==> src/rtl/atomic_counters_pkg.sv <==
// Shared types for the two-beat atomic 64-bit counter read protocol.
package atomic_counters_pkg;

  typedef enum logic [1:0] {IDLE, LO, HI, LAST} state_t;

  localparam int HALF_W_DEFAULT = 32;

  typedef logic [2*HALF_W_DEFAULT-1:0] read_word_t;

endpackage

==> src/rtl/atomic_counter_reader.sv <==
// Initiator for the atomic counter read: issues the two-beat request, assembles
// the 64-bit value and flags missing acks and non-monotonic readings.
module atomic_counter_reader
  import atomic_counters_pkg::*;
#(
  parameter int HALF_W     = HALF_W_DEFAULT,
  parameter bit CHECK_MONO = 1'b1,
  parameter int ERR_CNT_W  = 8
) (
  input  logic                  clk,
  input  logic                  reset_n,
  input  logic                  rd_start_i,
  output logic                  rd_ready_o,
  output logic                  req_o,
  output logic                  atomic_o,
  input  logic                  ack_i,
  input  logic [HALF_W-1:0]     count_i,
  output logic                  rd_valid_o,
  output logic [2*HALF_W-1:0]   rd_data_o,
  output logic                  rd_err_o,
  output logic                  mono_err_o,
  output logic [ERR_CNT_W-1:0]  err_cnt_o
);

  localparam int W = 2*HALF_W;
  localparam logic [ERR_CNT_W-1:0] ERR_MAX = '1;

  state_t              state_q, state_d;
  logic [HALF_W-1:0]   lo_q;
  logic                miss_q;
  logic [W-1:0]        last_q;

  logic [HALF_W-1:0]   hi_word;
  logic                read_miss;
  logic [W-1:0]        read_word;
  logic                read_mono;

  always_ff @(posedge clk or negedge reset_n) begin
    if (!reset_n) state_q <= IDLE;
    else          state_q <= state_d;
  end

  always_comb begin
    state_d = state_q;
    case (state_q)
      IDLE:    if (rd_start_i) state_d = LO;
      LO:      state_d = HI;
      HI:      state_d = LAST;
      LAST:    state_d = IDLE;
      default: state_d = IDLE;
    endcase
  end

  // req stays high through HI so the responder keeps driving the bus for the high beat.
  always_comb begin
    rd_ready_o = 1'b0;
    req_o      = 1'b0;
    atomic_o   = 1'b0;
    case (state_q)
      IDLE:    rd_ready_o = 1'b1;
      LO: begin
        req_o    = 1'b1;
        atomic_o = 1'b1;
      end
      HI:      req_o = 1'b1;
      default: ;
    endcase
  end

  assign hi_word   = ack_i ? count_i : '0;
  assign read_miss = miss_q | ~ack_i;
  assign read_word = {hi_word, lo_q};
  assign read_mono = CHECK_MONO && !read_miss && (read_word < last_q);

  always_ff @(posedge clk or negedge reset_n) begin
    if (!reset_n) begin
      lo_q       <= '0;
      miss_q     <= 1'b0;
      last_q     <= '0;
      rd_valid_o <= 1'b0;
      rd_data_o  <= '0;
      rd_err_o   <= 1'b0;
      mono_err_o <= 1'b0;
      err_cnt_o  <= '0;
    end else begin
      rd_valid_o <= 1'b0;
      mono_err_o <= 1'b0;
      case (state_q)
        LO: miss_q <= 1'b0;
        HI: begin
          lo_q <= ack_i ? count_i : '0;
          if (!ack_i) miss_q <= 1'b1;
        end
        LAST: begin
          rd_data_o  <= read_word;
          rd_valid_o <= 1'b1;
          rd_err_o   <= read_miss;
          mono_err_o <= read_mono;
          // Error reads carry zeroed beats, so they must not become the reference.
          if (!read_miss) last_q <= read_word;
          if ((read_miss || read_mono) && err_cnt_o != ERR_MAX)
            err_cnt_o <= err_cnt_o + ERR_CNT_W'(1);
        end
        default: ;
      endcase
    end
  end

endmodule

==> config.mk <==
export PLATFORM = sky130hd
export DESIGN_NAME = atomic_counter_reader
export DESIGN_NICKNAME = d
export VERILOG_FILES = /design/src/rtl/atomic_counters_pkg.sv /design/src/rtl/atomic_counter_reader.sv
export SDC_FILE = /design/constraint.sdc
export NUM_CORES = 1
export LEC_CHECK = 0
export BUFFER_PORTS_ARGS = -buffer_cell sky130_fd_sc_hd__buf_2
export CORE_MARGIN = 8
export CORE_UTILIZATION = 64
export CTS_BUF_LIST = sky130_fd_sc_hd__clkbuf_8
export DETAILED_ROUTE_END_ITERATION = 10
export PLACE_DENSITY = 0.87
export SYNTH_ARGS = -nofsm -noshare
export SYNTH_HDL_FRONTEND = slang
export SYNTH_SLANG_ARGS = --single-unit
==> constraint.sdc <==
create_clock -name clk -period 8.1 [get_ports clk]
set_input_delay 1.62 -clock clk [delete_from_list [all_inputs] [get_ports clk]]
set_output_delay 1.62 -clock clk [all_outputs]
set_load 0.02 [all_outputs]
==> results.md, run 1 <==
- Final hold violation count: 0
- Pin count of the biggest net entering global routing: 91
- Final period demand of the worst path: 4.06 ns
- Clock latency on the worst-skew pair: 0.47 ns
- DR vias: 5,416
- Buffers inserted by post-CTS timing repair: 0
- Share of Yosys cell area claimed by the top area cell type: 52.3%
- Maximum fanout along the worst path: 33
- Hold-fix buffer count after cts: 0
- Critical path data required time: 8.43 ns
- Layout Area Growth over Synthesis: 13.5%
- Ordered cell list for the critical path: buf_2 > and2_1 > ha_1 > a21oi_1 > o21ai_0 > a211o_1 > o221ai_1 > o2111a_1 > o31ai_2 > a2111oi_1 > xor2_1
- Number of cell rows: 41
- Core Region: 12,700 um^2
- P_leak: 4.80 nW
- Accumulated negative setup slack: 0 ns
- Pwr Density: 402 nW/um^2
- # clock sinks: 174
- Distinct cell type count after synthesis: 34
- Netlist Area Pre-Place: 8320 um^2
- Worst slew margin relative to its limit: 26.6%
- Syn Inst Count: 655
- Number of routed nets with antenna violations: 0
- Avg Inst Size Synth: 12.7 um^2
- I/O pin cnt: 114
- Width of the chip: 130 um
- Slew of the pin with the lowest slew margin: 1.10 ns
- Post-synthesis sequential element count: 174
- Overall track demand over capacity in global routing: 22.8%
- Number of global-route vias before repair: 5,993
- Maximum operating frequency: 246 MHz
- Crit. End Element: register
- Result of the run: completed
- Cell type contributing the most total cell area after synthesis: sky130_fd_sc_hd__dfrtp_1
- Leading cell types by total area after synthesis: sky130_fd_sc_hd__dfrtp_1 52%, sky130_fd_sc_hd__mux2_2 22%, sky130_fd_sc_hd__ha_1 10%
- Met3 usage: 4.94%
- Placed standard-cell area: 9060 um^2
- Nets in the synthesized netlist: 759
- Arrival time of data at the critical path endpoint: 4.39 ns
- Worst VDD drop: 273 uV
- Fin area: 9450 um^2
- Detailed router's first-iteration violation count: 344
- Clock Skews: 0.0108 ns
- RD Place Congestion: 0.818
- Buf/Inv on CP: 1
- Clock H-tree levels: 4
- Effective utilization at floorplan: 65.7%
- Sequential element share of the synthesized area: 52.3%
- Startpoint types: input pin
- Maximum capacitance violations: 0
- Finish-stage setup viols: 0
- Detailed-router iteration count before antenna repair: 4
- Met2 Track Usage GR: 38.3%
- Pins Over Slew Limit: 0
- Final period util: 50.1%
- Post-DR vias/cell: 5.68
- Largest stage delay, worst path: 0.52 ns
- Number of fill cells in the layout: 835
- Clock Tree Buf Depth: 2
- Drc violations: 0
- Sum of net half-perimeters after detailed placement: 13,000 um
- CTS tree: built
- Average wire length per cell after detail routing: 18.7 um
- Nets@finish: 873
- Total wire length after detailed routing: 17,800 um
- Most used routing layer in global routing: met2
- Wire length of the first global-routing pass: 29,600 um
- Total global routing overflow: 0
- Utilization of the core after routing: 74.5%
- Kind of path behind the tightest hold check: register to register
- Post-cts resize count: 0
- Synth Warn #: 0
- Antenna cell count: 0
- Number of buffers added by the clock tree synthesis step: 17
- Count of port buffers added during placement: 113
- Met1 track utilization from global routing: 27.7%
- Setup Crit Path Kind: input pin to register
- Clock root cell: sky130_fd_sc_hd__clkbuf_8
- Slowest cell on the critical path: sky130_fd_sc_hd__a2111oi_1
- Die area: 16,900 um^2
- Gate family responsible for the most delay along the worst path: compound AO/OA/AOI/OAI gates
- Antenna violations before repair: 0
- Chip Height: 130 um
- Clock-pin transition on the worst setup and hold timing paths: 0.08 ns
- Unrepaired setup endpoints after global routing: false
- Layout cell share with drive strength beyond 1: 39.7%
## cells in the mapped netlist, drive strengths merged
library cell  instances
nor4                  1
nand4                11
dfrtp               174
o221ai                1
a211o                 3
a21o                  4
nor2                 12
nand2b                1
xnor2                 2
o21a                  2
and2                 32
nor3                  3
o2111a                1
mux2                161
a2111oi               3
buf                   3
ha                   68
nor2b                 2
a311o                 1
o31ai                 3
a221oi                1
and4                  1
a211oi                8
inv                  70
xor2                  5
clkbuf               19
nand2                17
a21oi                26
nand3                 9
o21ai                11
## registers in the layout, indices dropped and copies added, names as in the netlist
register / flops
err_cnt_o: 8
last_q: 64
lo_q: 32
miss_q: 1
mono_err_o: 1
rd_data_o: 64
rd_err_o: 1
rd_valid_o: 1
state_q: 2
## cells by family after synthesis
group,after synthesis,share of synthesized area (%)
buf+inv,92,4.15
mux,161,21.8
flops,174,52.3
fa+ha+maj,68,10.2
compound gates,64,5.08
simple gates,89,5.67
xor+xnor,7,0.737
## report_power, final
| part | internal [mW] | switching [mW] | total, mW | leakage (nW) |
|---|---|---|---|---|
| Sequential | 1.25 | 0.259 | 1.51 | 2.20 |
| Clock | 0.299 | 0.293 | 0.592 | 0.212 |
| Combinational | 0.791 | 0.910 | 1.70 | 2.39 |
| Total | 2.34 | 1.46 | 3.80 | 4.80 |
## layout make-up
class                           instances  area (um^2)  share of cell area [%]
Clock buffer                           21          289                    3.06
Tap cell                              172          215                    2.28
Sequential cell                       174         4350                    46.1
Multi-Input combinational cell        389         3620                    38.4
Clock inverter                         10         97.6                    1.03
Timing Repair Buffer                  117          602                    6.37
Inverter                               70          263                    2.78
## through the flow
step	std cells	setup slack (ns)	hold slack [ns]	power, mW
finish	953	4.04	0.505	3.80
global route	953	3.82	0.516	4.07
CTS	953	4.10	0.509	3.83
detailed placement	922	3.60	0.490	3.22
global placement	922	3.71	0.476	3.10
floorplan	655	4.23	0.479	2.68
## routing by layer
metal,vias up,part of all wire (%)
li1,2508,-
met1,2747,41
met2,129,51
met3,32,5.2
met4,0,2.4
met5,-,0
## final timing paths
kind | start | slack, ns | cells past startpoint | to
hold / removal | err_cnt_o[4] | 0.51 | 1 | err_cnt_o[4]
setup reg to reg | lo_q[4] | 5.05 | 8 | err_cnt_o[1]
min in group asynchronous | reset_n | 1.18 | 1 | lo_q[8]
max in group asynchronous | reset_n | 5.34 | 2 | err_cnt_o[7]
setup / recovery | ack_i | 4.04 | 11 | err_cnt_o[3]
hold reg to reg | err_cnt_o[4] | 0.51 | 1 | err_cnt_o[4]
## cells in the final DEF (no fill, tap or decap), types with 2 or more instances in the layout
master                        n
sky130_fd_sc_hd__nor2_1      12
sky130_fd_sc_hd__nor3_1       3
sky130_fd_sc_hd__a21oi_1     26
sky130_fd_sc_hd__nand3_1      9
sky130_fd_sc_hd__ha_1        67
sky130_fd_sc_hd__a21o_1       4
sky130_fd_sc_hd__inv_1       74
sky130_fd_sc_hd__xnor2_1      2
sky130_fd_sc_hd__o31ai_1      2
sky130_fd_sc_hd__a2111oi_1    2
sky130_fd_sc_hd__nor2b_1      2
sky130_fd_sc_hd__clkbuf_8    21
sky130_fd_sc_hd__o21a_1       2
sky130_fd_sc_hd__buf_4        4
sky130_fd_sc_hd__a211o_1      3
sky130_fd_sc_hd__clkinv_2     3
sky130_fd_sc_hd__and2_1      32
sky130_fd_sc_hd__xor2_1       5
sky130_fd_sc_hd__buf_2      112
sky130_fd_sc_hd__nand4_1     11
sky130_fd_sc_hd__mux2_2     161
sky130_fd_sc_hd__a211oi_1     7
sky130_fd_sc_hd__nand2_1     16
sky130_fd_sc_hd__bufinv_16    2
sky130_fd_sc_hd__o21ai_0     10
sky130_fd_sc_hd__dfrtp_1    174
Power figures use the tool's default switching activity.
==> inputs of run 2 (changes only) <==
--- a/config.mk
+++ b/config.mk
@@ -7,10 +7,10 @@
 export LEC_CHECK = 0
 export BUFFER_PORTS_ARGS = -buffer_cell sky130_fd_sc_hd__buf_2
 export CORE_MARGIN = 8
-export CORE_UTILIZATION = 64
+export CORE_UTILIZATION = 54
 export CTS_BUF_LIST = sky130_fd_sc_hd__clkbuf_8
 export DETAILED_ROUTE_END_ITERATION = 10
-export PLACE_DENSITY = 0.87
+export PLACE_DENSITY = 0.79
 export SYNTH_ARGS = -nofsm -noshare
 export SYNTH_HDL_FRONTEND = slang
 export SYNTH_SLANG_ARGS = --single-unit
==> constraint.sdc (replaced) <==
create_clock -name clk -period 3.7 [get_ports clk]
set_input_delay 0.74 -clock clk [delete_from_list [all_inputs] [get_ports clk]]
set_output_delay 0.74 -clock clk [all_outputs]
set_load 0.02 [all_outputs]
==> results.md, run 2 (synthesis gave the netlist of run 1 again) <==
- Maximum fanout along the worst path: 33 (unchanged)
- Unrepaired setup endpoints after global routing: false
- Clock Tree Buf Depth: 2 (unchanged)
- Core Region: 15,100 um^2 (+20%)
- First element of the critical path: ack_i
- Critical path data required time: 4.09 ns (-4.34 ns)
- CTS tree: built
- Pwr Density: 878 nW/um^2 (+120%)
- Utilization of the core after routing: 63.0% (-12 points)
- Slew of the pin with the lowest slew margin: 0.701 ns (-0.400 ns)
- RD Place Congestion: 0.795 (-2.8%)
- Kind of path behind the tightest hold check: input pin to async pin
- Clock-pin transition on the worst setup and hold timing paths: 0.09 ns (about the same)
- Layout cell share with drive strength beyond 1: 40.1% (+0.43 points)
- Clock root cell: sky130_fd_sc_hd__clkbuf_8
- I/O pin cnt: 114 (unchanged)
- Maximum operating frequency: 309 MHz
- WHS: 0.212 ns (-0.293 ns)
- Width of the chip: 140 um (+7.8%)
- Chip Height: 140 um (+7.8%)
- Antenna cell count: 0 (unchanged)
- Post-DR vias/cell: 5.46 (-4.0%)
- Most common library cell in the layout ignoring fill and taps: sky130_fd_sc_hd__dfrtp_1
- Finish-stage setup viols: 0 (unchanged)
- Met3 usage: 4.32% (-0.62 points)
- Number of buffers added by the clock tree synthesis step: 17 (unchanged)
- Number of fill cells in the layout: 1,163 (+39%)
- Final period demand of the worst path: 3.23 ns
- Post-cts resize count: 0 (unchanged)
- Startpoint types: input pin
- Maximum capacitance violations: 0 (unchanged)
- Arrival time of data at the critical path endpoint: 3.63 ns (-0.76 ns)
- Setup slack after placement: -0.000106 ns (-3.60 ns)
- Wire length of the first global-routing pass: 29,400 um (-0.79%)
- Buf/Inv on CP: 1 (unchanged)
- Overall track demand over capacity in global routing: 18.9% (-3.9 points)
- Endpoint of the worst-slack reg-to-reg timing path: err_cnt_o[3]
- Hold-fix buffer count after cts: 0 (unchanged)
- Accumulated negative setup slack: 0 ns (unchanged)
- Number of routed nets with antenna violations: 0 (unchanged)
- Biggest regs: last_q x64, rd_data_o x64, lo_q x32
- Drc violations: 0 (unchanged)
- Antenna violations before repair: 0 (unchanged)
- Layout Area Growth over Synthesis: 14.7%
- Final setup slack of the worst path: 0.466 ns (-3.57 ns)
- Count of port buffers added during placement: 113 (unchanged)
- Total global routing overflow: 0 (unchanged)
- Worst reg2reg path depth: 9 (+1)
- R2R Path Start: lo_q[13]
- Number of cell rows: 45 (+9.8%)
- Clock Skews: 0.0113 ns (+0.000498 ns)
- Final hold violation count: 0 (unchanged)
- # clock sinks: 174 (unchanged)
- Total wire length after detailed routing: 17,700 um (-0.70%)
- Placed standard-cell area: 9120 um^2 (+0.69%)
- Count of placed standard cells in the final layout, fillers left out: 973 (+2.1%)
- Worst VDD drop: 458 uV (+68%)
- P_leak: 4.82 nW (+0.46%)
- Placed Cells: 942 (+2.2%)
- Average wire length per cell after detail routing: 18.2 um (-2.7%)
- R2r setup slk: 0.66 ns (-4.39 ns)
- Met1 track utilization from global routing: 22.8% (-4.9 points)
- Pin count of the biggest net entering global routing: 86 (-5.5%)
- Die area: 19,600 um^2 (+16%)
- Setup Crit Path Kind: input pin to register
- Sum of net half-perimeters after detailed placement: 13,000 um (-0.31%)
- Number of global-route vias before repair: 5,855 (-2.3%)
- Gate family responsible for the most delay along the worst path: compound AO/OA/AOI/OAI gates
- Final Power: 8.38 mW (+120%)
- Crit. End Element: register
- Effective utilization at floorplan: 54.9% (-11 points)
- Slowest cell on the critical path: sky130_fd_sc_hd__a2111oi_1
- Pins Over Slew Limit: 0 (unchanged)
- Detailed-router iteration count before antenna repair: 4 (unchanged)
- Clock H-tree levels: 4 (unchanged)
- Fin area: 9540 um^2 (+1.0%)
- Most used routing layer in global routing: met2
- Final period util: 87.4%
- Largest stage delay, worst path: 0.57 ns (+0.05 ns)
- Ordered cell list for the critical path: buf_2 > and2_1 > ha_1 > a21oi_1 > o21ai_0 > a211o_1 > o221ai_1 > o2111a_1 > o31ai_2 > a2111oi_1 > xor2_1
- DR vias: 5,310 (-2.0%)
- Commonest cells after routing, fill and taps aside: 174 x sky130_fd_sc_hd__dfrtp_1, 161 x sky130_fd_sc_hd__mux2_2, 112 x sky130_fd_sc_hd__buf_2
- Worst slew margin relative to its limit: 53.0% (+26 points)
- Clock latency on the worst-skew pair: 0.47 ns (about the same)
- Buffers inserted by post-CTS timing repair: 0 (unchanged)
- Result of the run: completed
- Met2 Track Usage GR: 32.2% (-6.2 points)
- Detailed router's first-iteration violation count: 240 (-30%)
- Nets@finish: 877 (+0.46%)
[run 2: layout make-up]
cell class	count	area, um^2	share of cell area (%)
repair buffers	121	644	6.75
multi-input cells	389	3620	38.0
clock inverters	13	175	1.84
well taps	188	235	2.46
flip-flops and latches	174	4350	45.6
clock buffers	18	248	2.60
inverters	70	263	2.75
[run 2: worst max-delay path by stage]
stage / endpoint / slack (ns) / cells after the start
6_report: err_cnt_o[3] / 0.47 / 11
5_1_grt: err_cnt_o[3] / 0.27 / 11
4_1_cts: err_cnt_o[3] / 0.49 / 11
3_5_place_dp: err_cnt_o[3] / -0.0001 / 11
3_3_place_gp: err_cnt_o[1] / 0.17 / 11
2_1_floorplan: err_cnt_o[1] / 0.71 / 11
[run 2: power breakdown]
part | leakage (nW) | internal [mW] | switching [mW]
logic | 2.41 | 1.73 | 1.94
clock network | 0.211 | 0.741 | 0.674
registers | 2.20 | 2.73 | 0.565
[run 2: routing by layer]
| layer | part of all wire (%) | routed length (um) |
|---|---|---|
| met2 | 49 | 8730 |
| met4 | 2.0 | 355 |
| met1 | 45 | 7930 |
| met5 | 0 | 0 |
| met3 | 3.8 | 667 |
